==> src/rtl/rx_acknak_gen_pkg.sv <==
// Shared constants and types for the receive-side ACK/NAK generator.
// Holds the DLLP encodings, the TLP section count, the CRC-16 parameters and the FSM states.
package rx_acknak_gen_pkg;

   localparam int          SECTIONS = 10;
   localparam logic [15:0] CRC_POLY = 16'h1021;
   localparam logic [15:0] CRC_INIT = 16'hFFFF;

   localparam logic [1:0] DLLP_NONE = 2'b00;
   localparam logic [1:0] DLLP_ACK  = 2'b01;
   localparam logic [1:0] DLLP_NAK  = 2'b10;

   typedef enum logic [1:0] {
      IDLE  = 2'd0,
      RECV  = 2'd1,
      CHECK = 2'd2,
      DRAIN = 2'd3
   } state_e;

endpackage

==> src/rtl/rx_acknak_gen_crc.sv <==
// One 16-bit section folded into a CRC-16-CCITT register, MSB first, in a single cycle.
module crc16_step
   import rx_acknak_gen_pkg::*;
(
   input  logic [15:0] crc_in,
   input  logic [15:0] word,
   output logic [15:0] crc_out
);

   logic [15:0] c;
   logic        fb;

   always_comb begin
      c  = crc_in;
      fb = 1'b0;
      for (int i = 15; i >= 0; i--) begin
         fb = c[15] ^ word[i];
         c  = {c[14:0], 1'b0};
         if (fb) c = c ^ CRC_POLY;
      end
      crc_out = c;
   end

endmodule

==> src/rtl/rx_acknak_gen.sv <==
// Receive-side data link layer: collects TLP sections, checks CRC and sequence number,
// forwards good payloads and keeps one pending ACK/NAK DLLP for the physical layer.
module rx_acknak_gen #(
   parameter int SECTIONS = rx_acknak_gen_pkg::SECTIONS
) (
   input  logic                      clk,
   input  logic                      reset_n,
   input  logic                      we_i,
   input  logic [15:0]               data_i,
   output logic                      rdy_o,
   output logic [15:0]               rx_data_o,
   output logic                      rx_valid_o,
   output logic                      rx_last_o,
   input  logic                      rx_rdy_i,
   output logic [1:0]                acknak_o,
   output logic [11:0]               acknak_seq_o,
   input  logic                      busy_n,
   output rx_acknak_gen_pkg::state_e dbg_state
);
   import rx_acknak_gen_pkg::*;

   localparam int PAYLOAD = SECTIONS - 2;
   localparam int IW      = $clog2(SECTIONS);
   localparam int RW      = $clog2(PAYLOAD);

   state_e         state, state_nxt;
   logic [IW-1:0]  sec_idx;
   logic [11:0]    seq_rx, next_rcv_seq, seq_diff, prev_seq;
   logic [15:0]    crc, crc_rx, crc_seed, crc_nxt;
   logic           nak_sched;
   logic [1:0]     slot_type;
   logic [11:0]    slot_seq;
   logic [RW-1:0]  rd_idx;
   logic [15:0]    payload [PAYLOAD];
   logic           last_sec, crc_ok, is_good, is_dup;
   logic           load, nak_set;
   logic [1:0]     load_type;
   logic [11:0]    load_seq;

   assign crc_seed = (state == IDLE) ? CRC_INIT : crc;

   crc16_step u_crc (
      .crc_in  (crc_seed),
      .word    (data_i),
      .crc_out (crc_nxt)
   );

   assign last_sec = (sec_idx == IW'(SECTIONS - 1));
   assign seq_diff = next_rcv_seq - seq_rx;
   assign prev_seq = next_rcv_seq - 12'd1;
   assign crc_ok   = (crc_rx == crc);
   assign is_good  = crc_ok && (seq_diff == 12'd0);
   assign is_dup   = crc_ok && (seq_diff != 12'd0) && (seq_diff <= 12'd2048);

   // A duplicate ACK must not displace a pending NAK; only a GOOD TLP may do that.
   always_comb begin
      load      = 1'b0;
      nak_set   = 1'b0;
      load_type = DLLP_NONE;
      load_seq  = 12'd0;
      if (state == CHECK) begin
         if (is_good) begin
            load      = 1'b1;
            load_type = DLLP_ACK;
            load_seq  = seq_rx;
         end else if (is_dup) begin
            if (slot_type != DLLP_NAK) begin
               load      = 1'b1;
               load_type = DLLP_ACK;
               load_seq  = prev_seq;
            end
         end else if (!nak_sched) begin
            load      = 1'b1;
            nak_set   = 1'b1;
            load_type = DLLP_NAK;
            load_seq  = prev_seq;
         end
      end
   end

   always_comb begin
      state_nxt = state;
      case (state)
         IDLE:    if (we_i) state_nxt = RECV;
         RECV:    if (we_i && last_sec) state_nxt = CHECK;
         CHECK:   state_nxt = is_good ? DRAIN : IDLE;
         DRAIN:   if (rx_rdy_i && rd_idx == RW'(PAYLOAD - 1)) state_nxt = IDLE;
         default: state_nxt = IDLE;
      endcase
   end

   always_ff @(posedge clk or posedge reset_n) begin
      if (reset_n) state <= IDLE;
      else         state <= state_nxt;
   end

   always_ff @(posedge clk or posedge reset_n) begin
      if (reset_n) begin
         sec_idx      <= '0;
         seq_rx       <= 12'd0;
         next_rcv_seq <= 12'd0;
         crc          <= CRC_INIT;
         crc_rx       <= 16'd0;
         nak_sched    <= 1'b0;
         rd_idx       <= '0;
      end else begin
         case (state)
            IDLE: if (we_i) begin
               seq_rx  <= data_i[11:0];
               crc     <= crc_nxt;
               sec_idx <= IW'(1);
            end
            RECV: if (we_i) begin
               if (last_sec) begin
                  crc_rx  <= data_i;
                  sec_idx <= '0;
               end else begin
                  crc     <= crc_nxt;
                  sec_idx <= sec_idx + IW'(1);
               end
            end
            CHECK: begin
               if (is_good) begin
                  next_rcv_seq <= next_rcv_seq + 12'd1;
                  nak_sched    <= 1'b0;
               end else if (nak_set) begin
                  nak_sched    <= 1'b1;
               end
               rd_idx <= '0;
               crc    <= CRC_INIT;
            end
            DRAIN: if (rx_rdy_i) rd_idx <= rd_idx + RW'(1);
            default: ;
         endcase
      end
   end

   // A load in the same cycle as busy_n wins: the old DLLP is consumed, the new one stays.
   always_ff @(posedge clk or posedge reset_n) begin
      if (reset_n) begin
         slot_type <= DLLP_NONE;
         slot_seq  <= 12'd0;
      end else if (load) begin
         slot_type <= load_type;
         slot_seq  <= load_seq;
      end else if (busy_n) begin
         slot_type <= DLLP_NONE;
         slot_seq  <= 12'd0;
      end
   end

   always_ff @(posedge clk) begin
      if (state == RECV && we_i && !last_sec)
         payload[RW'(sec_idx - IW'(1))] <= data_i;
   end

   assign rdy_o        = (state == IDLE) || (state == RECV);
   assign rx_valid_o   = (state == DRAIN);
   assign rx_data_o    = rx_valid_o ? payload[rd_idx] : 16'd0;
   assign rx_last_o    = rx_valid_o && (rd_idx == RW'(PAYLOAD - 1));
   assign acknak_o     = slot_type;
   assign acknak_seq_o = slot_seq;
   assign dbg_state    = state;

endmodule

==> config.mk <==
export PLATFORM = sky130hd
export DESIGN_NAME = rx_acknak_gen
export DESIGN_NICKNAME = d
export VERILOG_FILES = /design/src/rtl/rx_acknak_gen_pkg.sv /design/src/rtl/rx_acknak_gen_crc.sv /design/src/rtl/rx_acknak_gen.sv
export SDC_FILE = /design/constraint.sdc
export NUM_CORES = 1
export LEC_CHECK = 0
export BUFFER_PORTS_ARGS = -buffer_cell sky130_fd_sc_hd__buf_2
export CORE_AREA = 2 2 165 167
export CTS_CLUSTER_DIAMETER = 50
export DETAILED_ROUTE_END_ITERATION = 6
export DIE_AREA = 0 0 167 169
export PLACE_DENSITY = 0.51
export REMOVE_ABC_BUFFERS = 1
export SYNTH_ARGS = -nofsm -noshare
export SYNTH_HDL_FRONTEND = slang
export SYNTH_SLANG_ARGS = --single-unit
export TNS_END_PERCENT = 30
==> constraint.sdc <==
create_clock -name clk -period 3.4 [get_ports clk]
set_clock_uncertainty 0.1 [all_clocks]
set_input_delay 0.34 -clock clk [delete_from_list [all_inputs] [get_ports clk]]
set_output_delay 0.34 -clock clk [all_outputs]
set_load 0.01 [all_outputs]
### After elaboration in Yosys (flattened, before gate mapping)

Memories as Yosys holds them, arrays and structs flattened.
Cells that the tools add are included.

* word-level logic and storage cells: 148
* memories: 1
* register bits: 80
* memory bits (writable): 128
* input port bits: 21
* output and inout bits: 35

Memory list
* payload: depth 8, bits a word 16, rd ports 1, clocked after Yosys merged registers in 0, write ports 1, line rx_acknak_gen.sv:34 `logic [15:0] payload [PAYLOAD];`

* reductions and logical operators: 26
* equality and inequality tests: 13
* bitwise gates (word level): 32
* muxes and demuxes: 59
* $lt $le $gt $ge: 1
* $add $sub $neg: 6

Operators with widths (number)
* $mux W13: 16
* $mux W12: 7
* $mux W16: 5
* $not A3 Y3: 16
* $pmux W16 S3: 1
* $mux W2: 10
* $eq A16 B16 Y1: 1
* $xor A1 B1 Y1: 16
* $mux W1: 13
* $add A12 B1 Y12 const B: 1
* $le A12 B12 Y1 const B: 1
* $logic_not A12 Y1: 1
* $mux W4: 3
* $reduce_bool A12 Y1: 1
* $sub A12 B1 Y12 const B: 1
* $sub A12 B12 Y12: 1
* $ne A2 B2 Y1 const B: 5
* $reduce_and A3 Y1: 3
* $logic_and A1 B1 Y1: 8
* $pmux W2 S4: 1
* $pmux W4 S2: 1
* $reduce_and A2 Y1: 4
* $reduce_bool A2 Y1: 4
* $pmux W3 S2: 1
* other kinds (14): 16

### Longest topological paths before layout

* depth after elaboration: 37
* gate-level depth with buffers: 14
* mapped depth without buffers: 11

### By module

From an unflattened synthesis, not the netlist that was laid out.

* cell total of the unflattened synthesis: 787
* area, all modules: 10113.4 um^2

Modules (own cells, without submodules)
* rx_acknak_gen: area an instance 9546.7 um^2, seq. area each 5865.6 um^2, cells an instance 736, times used 1
* crc16_step: area an instance 566.8 um^2, seq. area each 0.0 um^2, cells an instance 51, times used 1

### Worst setup path before layout

Ideal clock, no wire load.

* path type: flip-flop to flip-flop
* from: reg next_rcv_seq[1]
* to: reg next_rcv_seq[11]
* period minus slack after synthesis: 3466 ps
* path slack: -66 ps
* buffers on the path: 2
* data arrival time: 3287 ps
* cell stages (with the launch flop): 13
* setup time: 79 ps
* required time: 3221 ps
* path through: dfrtp_1 -> ha_1 -> nor2b_4 -> or2_2 -> a31oi_1 -> mux2i_1 -> o21ai_1 -> or4_4 -> buf_6 -> or4_1 -> buf_6 -> nor4_4 -> xor2_1

* cells in the longest elaborated chain, start to end: 4
* elaborated cells on any way between the ends: 5
* classes of those cells: 2 x add/sub; 3 x reduce/logical

RTL lines
* start: declaration: line rx_acknak_gen.sv:28 `logic [11:0] seq_rx, next_rcv_seq, seq_diff, prev_seq;`
* start signal: assignment: line rx_acknak_gen.sv:124 `next_rcv_seq <= next_rcv_seq + 12'd1;`
* $sub A12 B12 Y12: line rx_acknak_gen.sv:49 `assign seq_diff = next_rcv_seq - seq_rx;`
* $logic_not A12 Y1: line rx_acknak_gen.sv:52 `assign is_good = crc_ok && (seq_diff == 12'd0);`
* $logic_and A1 B1 Y1: line rx_acknak_gen.sv:52
* $reduce_and A2 Y1 (no line)

Several ways; a longest one is shown, not always the timed one.
A chain may end at the register's enable or synchronous reset.

### Worst setup path in the final report

* from: reg seq_rx[1]
* to: reg next_rcv_seq[11]

* cells in the longest elaborated chain, start to end: 4

RTL lines
* start: declaration: line rx_acknak_gen.sv:28
* start signal: assignment: line rx_acknak_gen.sv:109 `seq_rx <= data_i[11:0];`
* $sub A12 B12 Y12: line rx_acknak_gen.sv:49
* $logic_not A12 Y1: line rx_acknak_gen.sv:52
* $logic_and A1 B1 Y1: line rx_acknak_gen.sv:52
* $reduce_and A2 Y1 (no line)

Every way passes these cells.

==> impl.org <==
** Power and ir drop
- Peak supply drop :: 0.3724 mV
- Static Leakage :: around 4.8 nW
- Power density over cell area :: between 900 and 1000 nW/um2

** Drt
- Number of iterations in the first detailed-routing pass :: 4
- Number of DRC violations after detailed routing :: 0
- Wire length reported by the detailed router :: roughly 25 mm
- ANT nets after route :: 0
- Drt first-iter violations :: slightly below 400
- Dividing the detail-routed wire length by the instance count gives 20.69 um.
- Post-detailed-route via-to-cell ratio :: around 5.2
- The routed layout has 6294 vias.

** STA
- For the finished layout, the period the worst path requires is 3.354 ns.
- Derived from the worst setup path, the maximum achievable clock frequency is 0.2981 GHz.
- Final worst path period share :: a little over nine tenths
- Final max-slew violation count :: 0
- Slew headroom :: ~39%
- For the pin with the worst max-slew slack, the measured transition is between 0.9 and 1 ns.
- After routing, the total negative slack on setup checks comes to 0 ns.
- Setup violations remaining at the end of the flow were counted as 0.
- Final number of hold-violating endpoints :: 0

** Global route
- Pin count of the biggest net entering global routing :: 50
- Across every metal layer, demand over resource in global routing totals 17.49%.
- The first global-routing pass estimated between 30 and 40 mm of wire.
- The via count of the first global-routing pass came to 6472.
- Remaining global-route overflow :: 0
- The initial antenna violation count came to 0.

** Cells and area
- Counting the fill cells in the layout gives 2434.
- In the final design database the tool counted ~890 nets.
- 0 antenna diodes ended up in the layout.
- Register area :: approximately 5900 um2
- Design area :: around 12000 um2
- Non-filler cells, final :: ~1200
- Layout cells sized above 1 :: 30.25%
- Synthesis-to-layout area growth :: 21.09%
- Area of combinational cells with multiple inputs :: about 4000 um2

** Clocking
- Clock tree synthesis found a total of roughly 210 sinks.
- CTS placed an instance of sky130_fd_sc_hd__clkbuf_16 at the clock tree root.
- After clock tree synthesis, the clock-pin slew on the worst setup and hold paths is around 0.060 ns.
- Maximum root-to-sink buffer count :: 3
- CTS tree :: done
- In this run, CTS created clock tree buffers numbering 27.
- The clock reaches the later pin of the worst-skew pair after 0.52 ns.
- H-tree levels :: 1

** Synthesis
- After synthesis the netlist holds a flip-flop and latch count of between 200 and 250.
- In this run, synthesis inferred ~130 flip-flops with an integrated enable.
- After synthesis the cells add up to around 9900 um2.
- Counting distinct cell types in the post-synthesis netlist gives 58.
- For this run, the register share of the synthesized area comes to 59.13%.
- Mean cell area of the mapped netlist :: approximately 13 um2
- Synth Instances :: 740
- Synth Flop Type :: sky130_fd_sc_hd__edfxtp_1
- Yosys printed 0 warnings.
- For this run, asynchronously set or reset flops after synthesis account for 38.46%.

** Floorplan
- Effective utilization at floorplan :: between 30 and 40%
- In this run the count of I/O pins placed on the die edge is 56.
- The total area inside the core boundary comes to ~27000 um2.
- The die is between 150 and 200 um wide.
- Die boundary height :: approximately 170 um
- The die covers ~28000 um2.
- After floorplanning, the core was divided into 60 placement rows.

** Critical path
- Critical path data required time :: roughly 3.7 ns
- The setup path with the least slack is of type flop to flop.
- Critical path startpoint category :: flop
- Critical Path Slowest Stage Cell :: sky130_fd_sc_hd__or4_4
- STA classifies the critical path endpoint as a flop.
- On the critical path the largest part of the delay comes from simple AND/OR/NAND/NOR gates.
- Crit path cell chain :: inv_2, ha_4, nor2b_4, or2_4, a21oi_2, xor2_1, o2111ai_1, or4_4, or4_4, nor4_4, xor2_1
- Critical path arrival :: 3.68 ns
- Critical-path maximum fanout :: 7
- Buffers & Inverters on Critical Path :: 1
- The largest single stage delay on the critical path is 0.59 ns.

** Placement
- Post-detailed-placement half-perimeter wirelength :: approximately 17 mm
- Global placement routability congestion :: between 0.8 and 0.9
- Port bufs :: 55
- Placed Instances :: 1146
- The placed instances occupy a cell area of 10860 um2.

** Status
- Result of the run :: complete, no violations

** Worst hold path
- Hold Crit Class :: primary input to flop

** Run
- Across the run, the number of max-cap violations was 0.
## flip-flops by register name, indices dropped and copies added, names as in the netlist
name,flops
acknak_o,2
acknak_seq_o,12
crc,16
crc_rx,16
dbg_state,2
nak_sched,1
next_rcv_seq,12
payload,128
rd_idx,3
sec_idx,4
seq_rx,12
## cells by family (layout without fill, tap and decap cells)
| logic type | after synthesis | count (layout) | share of synthesized area [%] |
|---|---|---|---|
| xor+xnor | 101 | 101 | 8.918 |
| compound gates | 102 | 102 | 6.849 |
| simple gates | 171 | 171 | 7.984 |
| mux | 78 | 78 | 12.16 |
| buf+inv | 62 | 188 | 2.687 |
| fa+ha+maj | 18 | 18 | 2.270 |
| flops | 208 | 208 | 59.13 |
## layout by cell type, fill, tap and decap left out, drive strengths merged, types with 3 or more instances in the layout
| cell type | count |
|---|---|
| nand4 | 6 |
| clkinv | 6 |
| inv | 25 |
| o21ai | 26 |
| buf | 112 |
| clkbuf | 39 |
| xnor2 | 58 |
| mux4 | 32 |
| edfxtp | 128 |
| or4 | 3 |
| mux2i | 26 |
| mux2 | 20 |
| nand3 | 12 |
| a21o | 5 |
| o21a | 3 |
| nor3 | 11 |
| nand2 | 75 |
| and3 | 3 |
| dfrtp | 64 |
| dfstp | 16 |
| o22a | 18 |
| xor2 | 43 |
| nor4 | 9 |
| ha | 18 |
| clkinvlp | 4 |
| nor2 | 39 |
| a21oi | 31 |
| nand2b | 3 |
| a31oi | 3 |
## routing by layer
layer  vias up  wire (um)  share of wire (%)  GRT usage (%)
met5         -          0                  0              0
li1       2912          -                  -              -
met4         0        384                1.5          3.598
met3        31       1328                5.3          2.619
met2       144      11650                 47          28.74
met1      3207      11620                 47          24.84
## power by group
| group | internal [W] | total, W | switching (W) |
|---|---|---|---|
| clock network | 0.00161 | 0.00265 | 0.00105 |
| logic | 0.00212 | 0.00444 | 0.00232 |
| registers | 0.00342 | 0.00382 | 0.000396 |
| total | 0.00715 | 0.0109 | 0.00376 |
## worst min-delay path: cells and delay by family
| kind | cells | cell delay, ns |
|---|---|---|
| compound gates | 2 | 0.19 |
| buf+inv | 1 | 0.12 |
## through the flow
stage               setup slack (ns)  util [%]  power, W  hold slack [ns]
global route                -0.06080     45.33   0.01160          0.08984
global placement            -0.05242     40.99  0.008092           0.4151
detailed placement          -0.07399     40.99  0.008165           0.4187
floorplan                     -1.012         -  0.006962           0.3389
finish                       0.04573     45.33   0.01092          0.07486
CTS                         0.001590     44.58   0.01090          0.05777
## cells in the mapped netlist, types with 3 or more instances
cell | count | area share, %
sky130_fd_sc_hd__nor3_1 | 11 | 0.55
sky130_fd_sc_hd__buf_1 | 3 | 0.11
sky130_fd_sc_hd__edfxtp_1 | 128 | 39
sky130_fd_sc_hd__a21oi_1 | 29 | 1.5
sky130_fd_sc_hd__buf_2 | 3 | 0.15
sky130_fd_sc_hd__nand2_1 | 75 | 2.8
sky130_fd_sc_hd__ha_1 | 18 | 2.3
sky130_fd_sc_hd__o21ai_0 | 25 | 1.3
sky130_fd_sc_hd__clkbuf_1 | 25 | 0.95
sky130_fd_sc_hd__xnor2_1 | 58 | 5.1
sky130_fd_sc_hd__xor2_1 | 43 | 3.8
sky130_fd_sc_hd__and3_1 | 3 | 0.19
sky130_fd_sc_hd__dfrtp_1 | 64 | 16
sky130_fd_sc_hd__nor4_1 | 8 | 0.50
sky130_fd_sc_hd__buf_6 | 3 | 0.34
sky130_fd_sc_hd__nand3_1 | 12 | 0.61
sky130_fd_sc_hd__nand4_1 | 6 | 0.38
sky130_fd_sc_hd__dfstp_2 | 16 | 4.2
sky130_fd_sc_hd__o22a_1 | 18 | 1.6
sky130_fd_sc_hd__a21o_2 | 5 | 0.44
sky130_fd_sc_hd__inv_1 | 25 | 0.95
sky130_fd_sc_hd__a31oi_1 | 3 | 0.19
sky130_fd_sc_hd__nand2b_1 | 3 | 0.19
sky130_fd_sc_hd__mux2i_1 | 26 | 2.6
sky130_fd_sc_hd__mux2_2 | 20 | 2.3
sky130_fd_sc_hd__mux4_2 | 32 | 7.3
sky130_fd_sc_hd__nor2_1 | 39 | 1.5
## final cells by class
class	instances	area share (%)
clock buffers	39	6.250
clock inverters	10	0.7708
inverters	26	0.8229
multi-input cells	470	33.28
flip-flops and latches	208	48.84
well taps	341	3.552
repair buffers	113	6.479
## repair_timing
| action | in CTS | in global routing |
|---|---|---|
| endpoints found under the hold margin | 44 | 0 |
| setup buffers | 2 | 9 |
| pin swaps | 4 | 9 |
| gates cloned | 1 | 0 |
| endpoints found under the setup margin | 18 | 25 |
| hold buffers | 1 | 0 |
| gates resized for setup | 8 | 25 |
## final timing paths
path	startpoint	endpoint	cells past startpoint	slack, ns
worst max-delay path	seq_rx[1]	next_rcv_seq[11]	11	0.05
worst min-delay path	busy_n	acknak_o[0]	3	0.07
worst max register to register	seq_rx[1]	next_rcv_seq[11]	11	0.05
worst min register to register	crc[0]	crc[0]	1	0.42
max in group asynchronous	reset_n	crc[7]	4	1.89
min in group asynchronous	reset_n	acknak_o[1]	3	0.44
(Power assumes the default switching activity.)
